File: config.mk
export PLATFORM = sky130hd
export DESIGN_NAME = neuron_input_loader
export DESIGN_NICKNAME = d
export VERILOG_FILES = /design/src/rtl/neuron_input_loader.sv
export SDC_FILE = /design/constraint.sdc
export NUM_CORES = 2
export LEC_CHECK = 0
export CORE_AREA = 3 3 623 625
export DETAILED_ROUTE_END_ITERATION = 6
export DIE_AREA = 0 0 626 628
export GPL_TIMING_DRIVEN = 0
export HOLD_SLACK_MARGIN = 0.1
export PLACE_DENSITY = 0.54
export SLEW_MARGIN = 30
export SYNTH_ARGS = -nofsm -noshare
export SYNTH_HDL_FRONTEND = slang
export SYNTH_SLANG_ARGS = --single-unit
File: constraint.sdc
create_clock -name clk -period 203 [get_ports clk]
set_clock_uncertainty 0.2 [all_clocks]
set_input_delay 40.6 -clock clk [delete_from_list [all_inputs] [get_ports clk]]
set_output_delay 40.6 -clock clk [all_outputs]
set_load 0.01 [all_outputs]
File: src/rtl/neuron_input_loader.sv
// Serial-to-parallel front end for the 49-input neuron. It collects a framed sample stream
// into a vector register and tracks the neuron's fixed latency with a valid delay line.
module neuron_input_loader #(
  parameter int N_INPUTS       = 49,
  parameter int DATA_W         = 32,
  parameter int NEURON_LATENCY = 6
) (
  input  logic                            clk,
  input  logic                            rst,
  input  logic signed [DATA_W-1:0]        s_data,
  input  logic                            s_valid,
  input  logic                            s_last,
  output logic                            s_ready,
  output logic [N_INPUTS-1:0][DATA_W-1:0] vec_out,
  output logic                            vec_valid,
  output logic                            result_valid,
  output logic                            frame_err
);

  localparam int               IDX_W    = $clog2(N_INPUTS);
  localparam logic [IDX_W-1:0] IDX_LAST = IDX_W'(N_INPUTS - 1);

  logic [IDX_W-1:0]                 idx;
  logic [N_INPUTS-2:0][DATA_W-1:0]  shadow;
  logic [NEURON_LATENCY-1:0]        vld_pipe;
  logic                             accept;
  logic                             at_end;
  logic                             commit;
  logic                             discard;

  always_comb begin
    accept  = s_valid && s_ready;
    at_end  = (idx == IDX_LAST);
    commit  = accept && at_end && s_last;
    // s_last must coincide exactly with the final slot; any other pairing is malformed
    discard = accept && (s_last != at_end);
  end

  // Stage p0: fill index, ready and frame strobes
  always_ff @(posedge clk or posedge rst) begin
    if (rst) begin
      idx       <= '0;
      s_ready   <= 1'b0;
      vec_valid <= 1'b0;
      frame_err <= 1'b0;
    end else begin
      s_ready   <= 1'b1;
      vec_valid <= commit;
      frame_err <= discard;
      if (accept) begin
        if (at_end || s_last) begin
          idx <= '0;
        end else begin
          idx <= idx + 1'b1;
        end
      end
    end
  end

  // Stage p0: shadow fill and vector commit; the final sample bypasses the shadow
  always_ff @(posedge clk or posedge rst) begin
    if (rst) begin
      shadow  <= '0;
      vec_out <= '0;
    end else begin
      if (accept && !at_end) begin
        shadow[idx] <= s_data;
      end
      if (commit) begin
        vec_out <= {s_data, shadow};
      end
    end
  end

  // Stages p1..pL: vec_valid delayed by the neuron latency
  generate
    if (NEURON_LATENCY > 1) begin : g_dly_multi
      always_ff @(posedge clk or posedge rst) begin
        if (rst) begin
          vld_pipe <= '0;
        end else begin
          vld_pipe <= {vld_pipe[NEURON_LATENCY-2:0], vec_valid};
        end
      end
    end else begin : g_dly_single
      always_ff @(posedge clk or posedge rst) begin
        if (rst) begin
          vld_pipe <= '0;
        end else begin
          vld_pipe <= vec_valid;
        end
      end
    end
  endgenerate

  assign result_valid = vld_pipe[NEURON_LATENCY-1];

endmodule

Word level (Yosys, flattened, before mapping)

Cells that the tools add are included.

Register bits: 3119
Bits in latches: 0
Memory bits (writable): 0
ROM bits: 0
Input port bits: 36
Output and inout bits: 1572
Logic and storage cells: 119
Memories: 0

Add/sub/neg operators: 1
$mul: 0
Divide/modulo/power cells: 0
Magnitude comparators: 2
Equal/unequal tests: 2
Shift operators: 0
Mux-type cells: 4
Bitwise operators: 0
Reduce and logical (&&, ||, !) cells: 8

Operators with widths:

| cell                | count |
|---|---|
| $bwmux 1536         | 1 |
| $demux 32 s6        | 1 |
| $mux 32             | 1 |
| $lt 6x7->1 const B  | 1 |
| $add 6x1->6 const B | 1 |
| $eq 6x6->1 const B  | 1 |
| $ge 6x1->1 const B  | 1 |
| $logic_and 1x1->1   | 6 |
| $mux 6              | 1 |
| $logic_not 1->1     | 1 |
| $logic_or 1x1->1    | 1 |
| $ne 1x1->1          | 1 |

Depth between registers and ports, before layout

Word-level depth: 5
Depth in mapped cells: 10
Gate-level depth less buffers: 8

Worst setup path before layout

Ideal clock, no wire load.

Kind: input -> register
Start point: input s_valid
End point: register shadow[627] in the netlist's numbering
Library setup time: 0.125 ns
Arrival: 41.901 ns
Data required time: 202.675 ns
Path slack: 160.774 ns
Stages: 5
Buffers on the path: 2
Path through: buf_2 nand2_1 nor4_2 buf_4 mux2_2

Word-level cells in the longest chain between the ends: 2

RTL lines:

| what                            | line | source |
|---|---|---|
| from (decl)                     | 11   | `input logic s_valid,` |
| $logic_and 1x1->1               | 32   | `accept = s_valid && s_ready;` |
| $logic_and 1x1->1               | 66   | `if (accept && !at_end) begin` |
| to (signal, indexed assignment) | 67   | `shadow[idx] <= s_data;` |
| to (decl)                       | 24   | `logic [N_INPUTS-2:0][DATA_W-1:0] shadow;` |

No other way between the ends.
A chain may end at the register's enable or synchronous reset.

==> results_dict.tcl <==
set metrics [dict create \
    port_buffers 1575 \
    numCtsBuffers 354 \
    rsz0062_at_grt "false" \
    gp_congestion 0.8349 \
    grt_max_degree 99 \
    rows 227 \
    hp-start "vld_pipe[3]" \
    clock.fmax_ghz 0.02281 \
    ir_drop_mv 0.007001 \
    worstRegToRegCells 5 \
    drc 0 \
    synth_top_area_share_pct 66.20 \
    total_power_mw 1.350 \
    worst_ep_required_time_ns 203.87 \
    grt.total_usage_pct 22.99 \
    wl_mm 459.7 \
    synth_fp_nets 6875 \
    cp_max_fo 89 \
    synthFlopType "dfrtp_1" \
    hold_viol_final 0 \
    min_path_type "reg -> reg" \
    cts_tree "done" \
    end_kind "asynchronous set/reset pin" \
    startpoint_type "primary input" \
    syn_avg_cell_area_um2 17.25 \
    clk_pin_slew_ns 0.06 \
    synth_top_area_cell "dfrtp_1" \
    clockBufferDepth 4 \
    wl_per_cell_um 32.34 \
    drive_above_1_share_pct 32.86 \
    clk_root_buffer_cell "clkbuf_16" \
    ios 1608 \
    num_vias 67430 \
    crit-reg2reg-capture "shadow[992]" \
    layout_common_cells "dfrtp_1 (3119), mux2_2 (1663), clkdlybuf4s50_1 (1575), mux2_1 (1141), clkbuf_16 (359)" \
    grt_pass1_vias 71730 \
    cts_max_level 5 \
    clkLatencyLatePin_ns 0.94 \
    fin_tns_setup_ns 0 \
    min_path_cells 0 \
    vias_per_cell 4.743 \
    worst_pin_slew_ns 1.030 \
    maxSlewViolCount 0 \
    syn_area_um2 117900 \
    ant_nets 0 \
    postCtsSetupBuffers 0 \
    ys_seq_area_share_pct 66.20 \
    grt_pass1_wl_mm 624.9 \
    core_um2 382600 \
    syn_inst 6835 \
    synth-seq-cells 3119 \
    drt_iter0_drc 3624 \
    finalNetCount 8869 \
    final.period_utilization_pct 21.60 \
    initial_core_util_pct 30.82 \
    synth_cell_types 35 \
    first_pass_iters 6 \
    async_flop_share_pct 100.0 \
    slew-limit-headroom_pct 31.35 \
    yosys_warnings 0 \
    setup-violations-final 0 \
    hpwlAfterDp_mm 345.8 \
    setup.worst_path.class "in -> async" \
    syn2layout_area_growth_pct 30.46 \
    finalCriticalPeriod_ns 43.85 \
    r2r_slack_ns 199.44 \
    drv_cap 0 \
    final_common_cell "dfrtp_1" \
    cts_sinks 3119 \
    p_leak_nw 76.33 \
    hold-worst-slack_ns 0.1467 \
    hold_path_end "vld_pipe[4]" \
    fp.dieH_um 628 \
    status "finished clean" \
    overflow 0 \
    p_per_area_nw_per_um2 8.777 \
    die_x_um 626 \
    antenna_found_initial 80 \
    r2r-start "idx[0]" \
    synth_area_leaders "dfrtp_1 (66%), mux2_2 (16%), mux2_1 (11%)" \
    cp.arrival_ns 44.72 \
    synth-edff-count 0 \
    die-area_um2 393100 \
    fin_util_pct 40.20 \
]
-- per-layer routing --
layer	global-route usage, %	share of wire (%)	wire length (µm)
met4	10.35	5.3	24200
met2	39.10	49	225700
met1	27.43	39	180300
met5	0	0	0
met3	5.557	6.4	29480
-- cells in the mapped netlist (5+ instances only) --
| library cell | number |
|---|---|
| buf_6 | 117 |
| mux2_4 | 300 |
| inv_1 | 5 |
| mux2_1 | 1141 |
| nand2_1 | 36 |
| buf_4 | 13 |
| buf_2 | 180 |
| nor2b_1 | 14 |
| buf_1 | 50 |
| dfrtp_1 | 3119 |
| and4b_1 | 6 |
| mux2_2 | 1663 |
| o21ai_0 | 5 |
| clkbuf_1 | 142 |
| and4bb_2 | 6 |
-- final cells by class --
| type | count | area, µm² |
|---|---|---|
| fill | 34930 | 228800 |
| sequential | 3119 | 78050 |
| multi-input combinational | 3209 | 36820 |
| timing repair buffer | 1638 | 17300 |
| clock buffer | 522 | 10440 |
| tap | 5038 | 6304 |
| buffer | 502 | 3147 |
| clock inverter | 115 | 1548 |
| antenna | 70 | 175.2 |
| inverter | 5 | 26.28 |
-- power by group --
group          leakage [nW]  total, mW  switching (mW)  internal (mW)
registers              43.4      0.645         0.00815          0.637
logic                  27.1     0.0462          0.0304         0.0158
clock network          5.89      0.659           0.269          0.390
total                  76.3       1.35           0.307           1.04
-- flip-flops by register name, summed over array words and instances, names as in the netlist --
signal and flops:
vld_pipe 6, s_ready 1, vec_valid 1, vec_out 1568
idx 6, frame_err 1, shadow 1536
-- critical path, stage by stage --
cell and delay [ns]:
clkdlybuf4s50_1 0.49, inv_8 0.30, buf_16 0.40, buf_16 0.34, buf_16 0.40, buf_16 0.37, buf_16 0.37, buf_16 0.41
buf_16 0.33, buf_16 0.31
-- through the flow --
stage	cell area [µm²]	std cells	setup slack [ns]
6_report	153800	14220	159.15
5_1_grt	153700	14190	158.72
4_1_cts	153600	14150	159.10
3_5_place_dp	141600	13510	158.08
3_3_place_gp	140000	13450	41.03
2_1_floorplan	117900	6835	73.99
-- cells by family after synthesis --
group / synth area share (%)
DFF: 66.20
adders and majority gates: 0.04245
other: 0.003181
and+or+nand+nor: 0.5094
buffers and inverters: 2.592
AOI/OAI and AO/OA: 0.04669
muxes: 30.60
-- how the worst max path moves through the flow --
stage | start | endpoint | slack [ns] | cells after the start
global placement | rst | vec_out[279] | 41.03 | 2
detailed placement | rst | vec_out[430] | 158.08 | 10
global route | rst | shadow[601] | 158.72 | 10
finish | rst | vec_out[601] | 159.15 | 10
CTS | rst | shadow[536] | 159.10 | 10
floorplan | rst | frame_err | 73.99 | 1
-- what timing repair did --
| item | 4_1_cts | 5_1_grt |
|---|---|---|
| endpoints found under the setup margin | 0 | 0 |
| hold endpoints to repair | 1 | 0 |
| hold buffers | 1 | 0 |
| gates resized for setup | 0 | 0 |
Power figures use the tool's default switching activity.
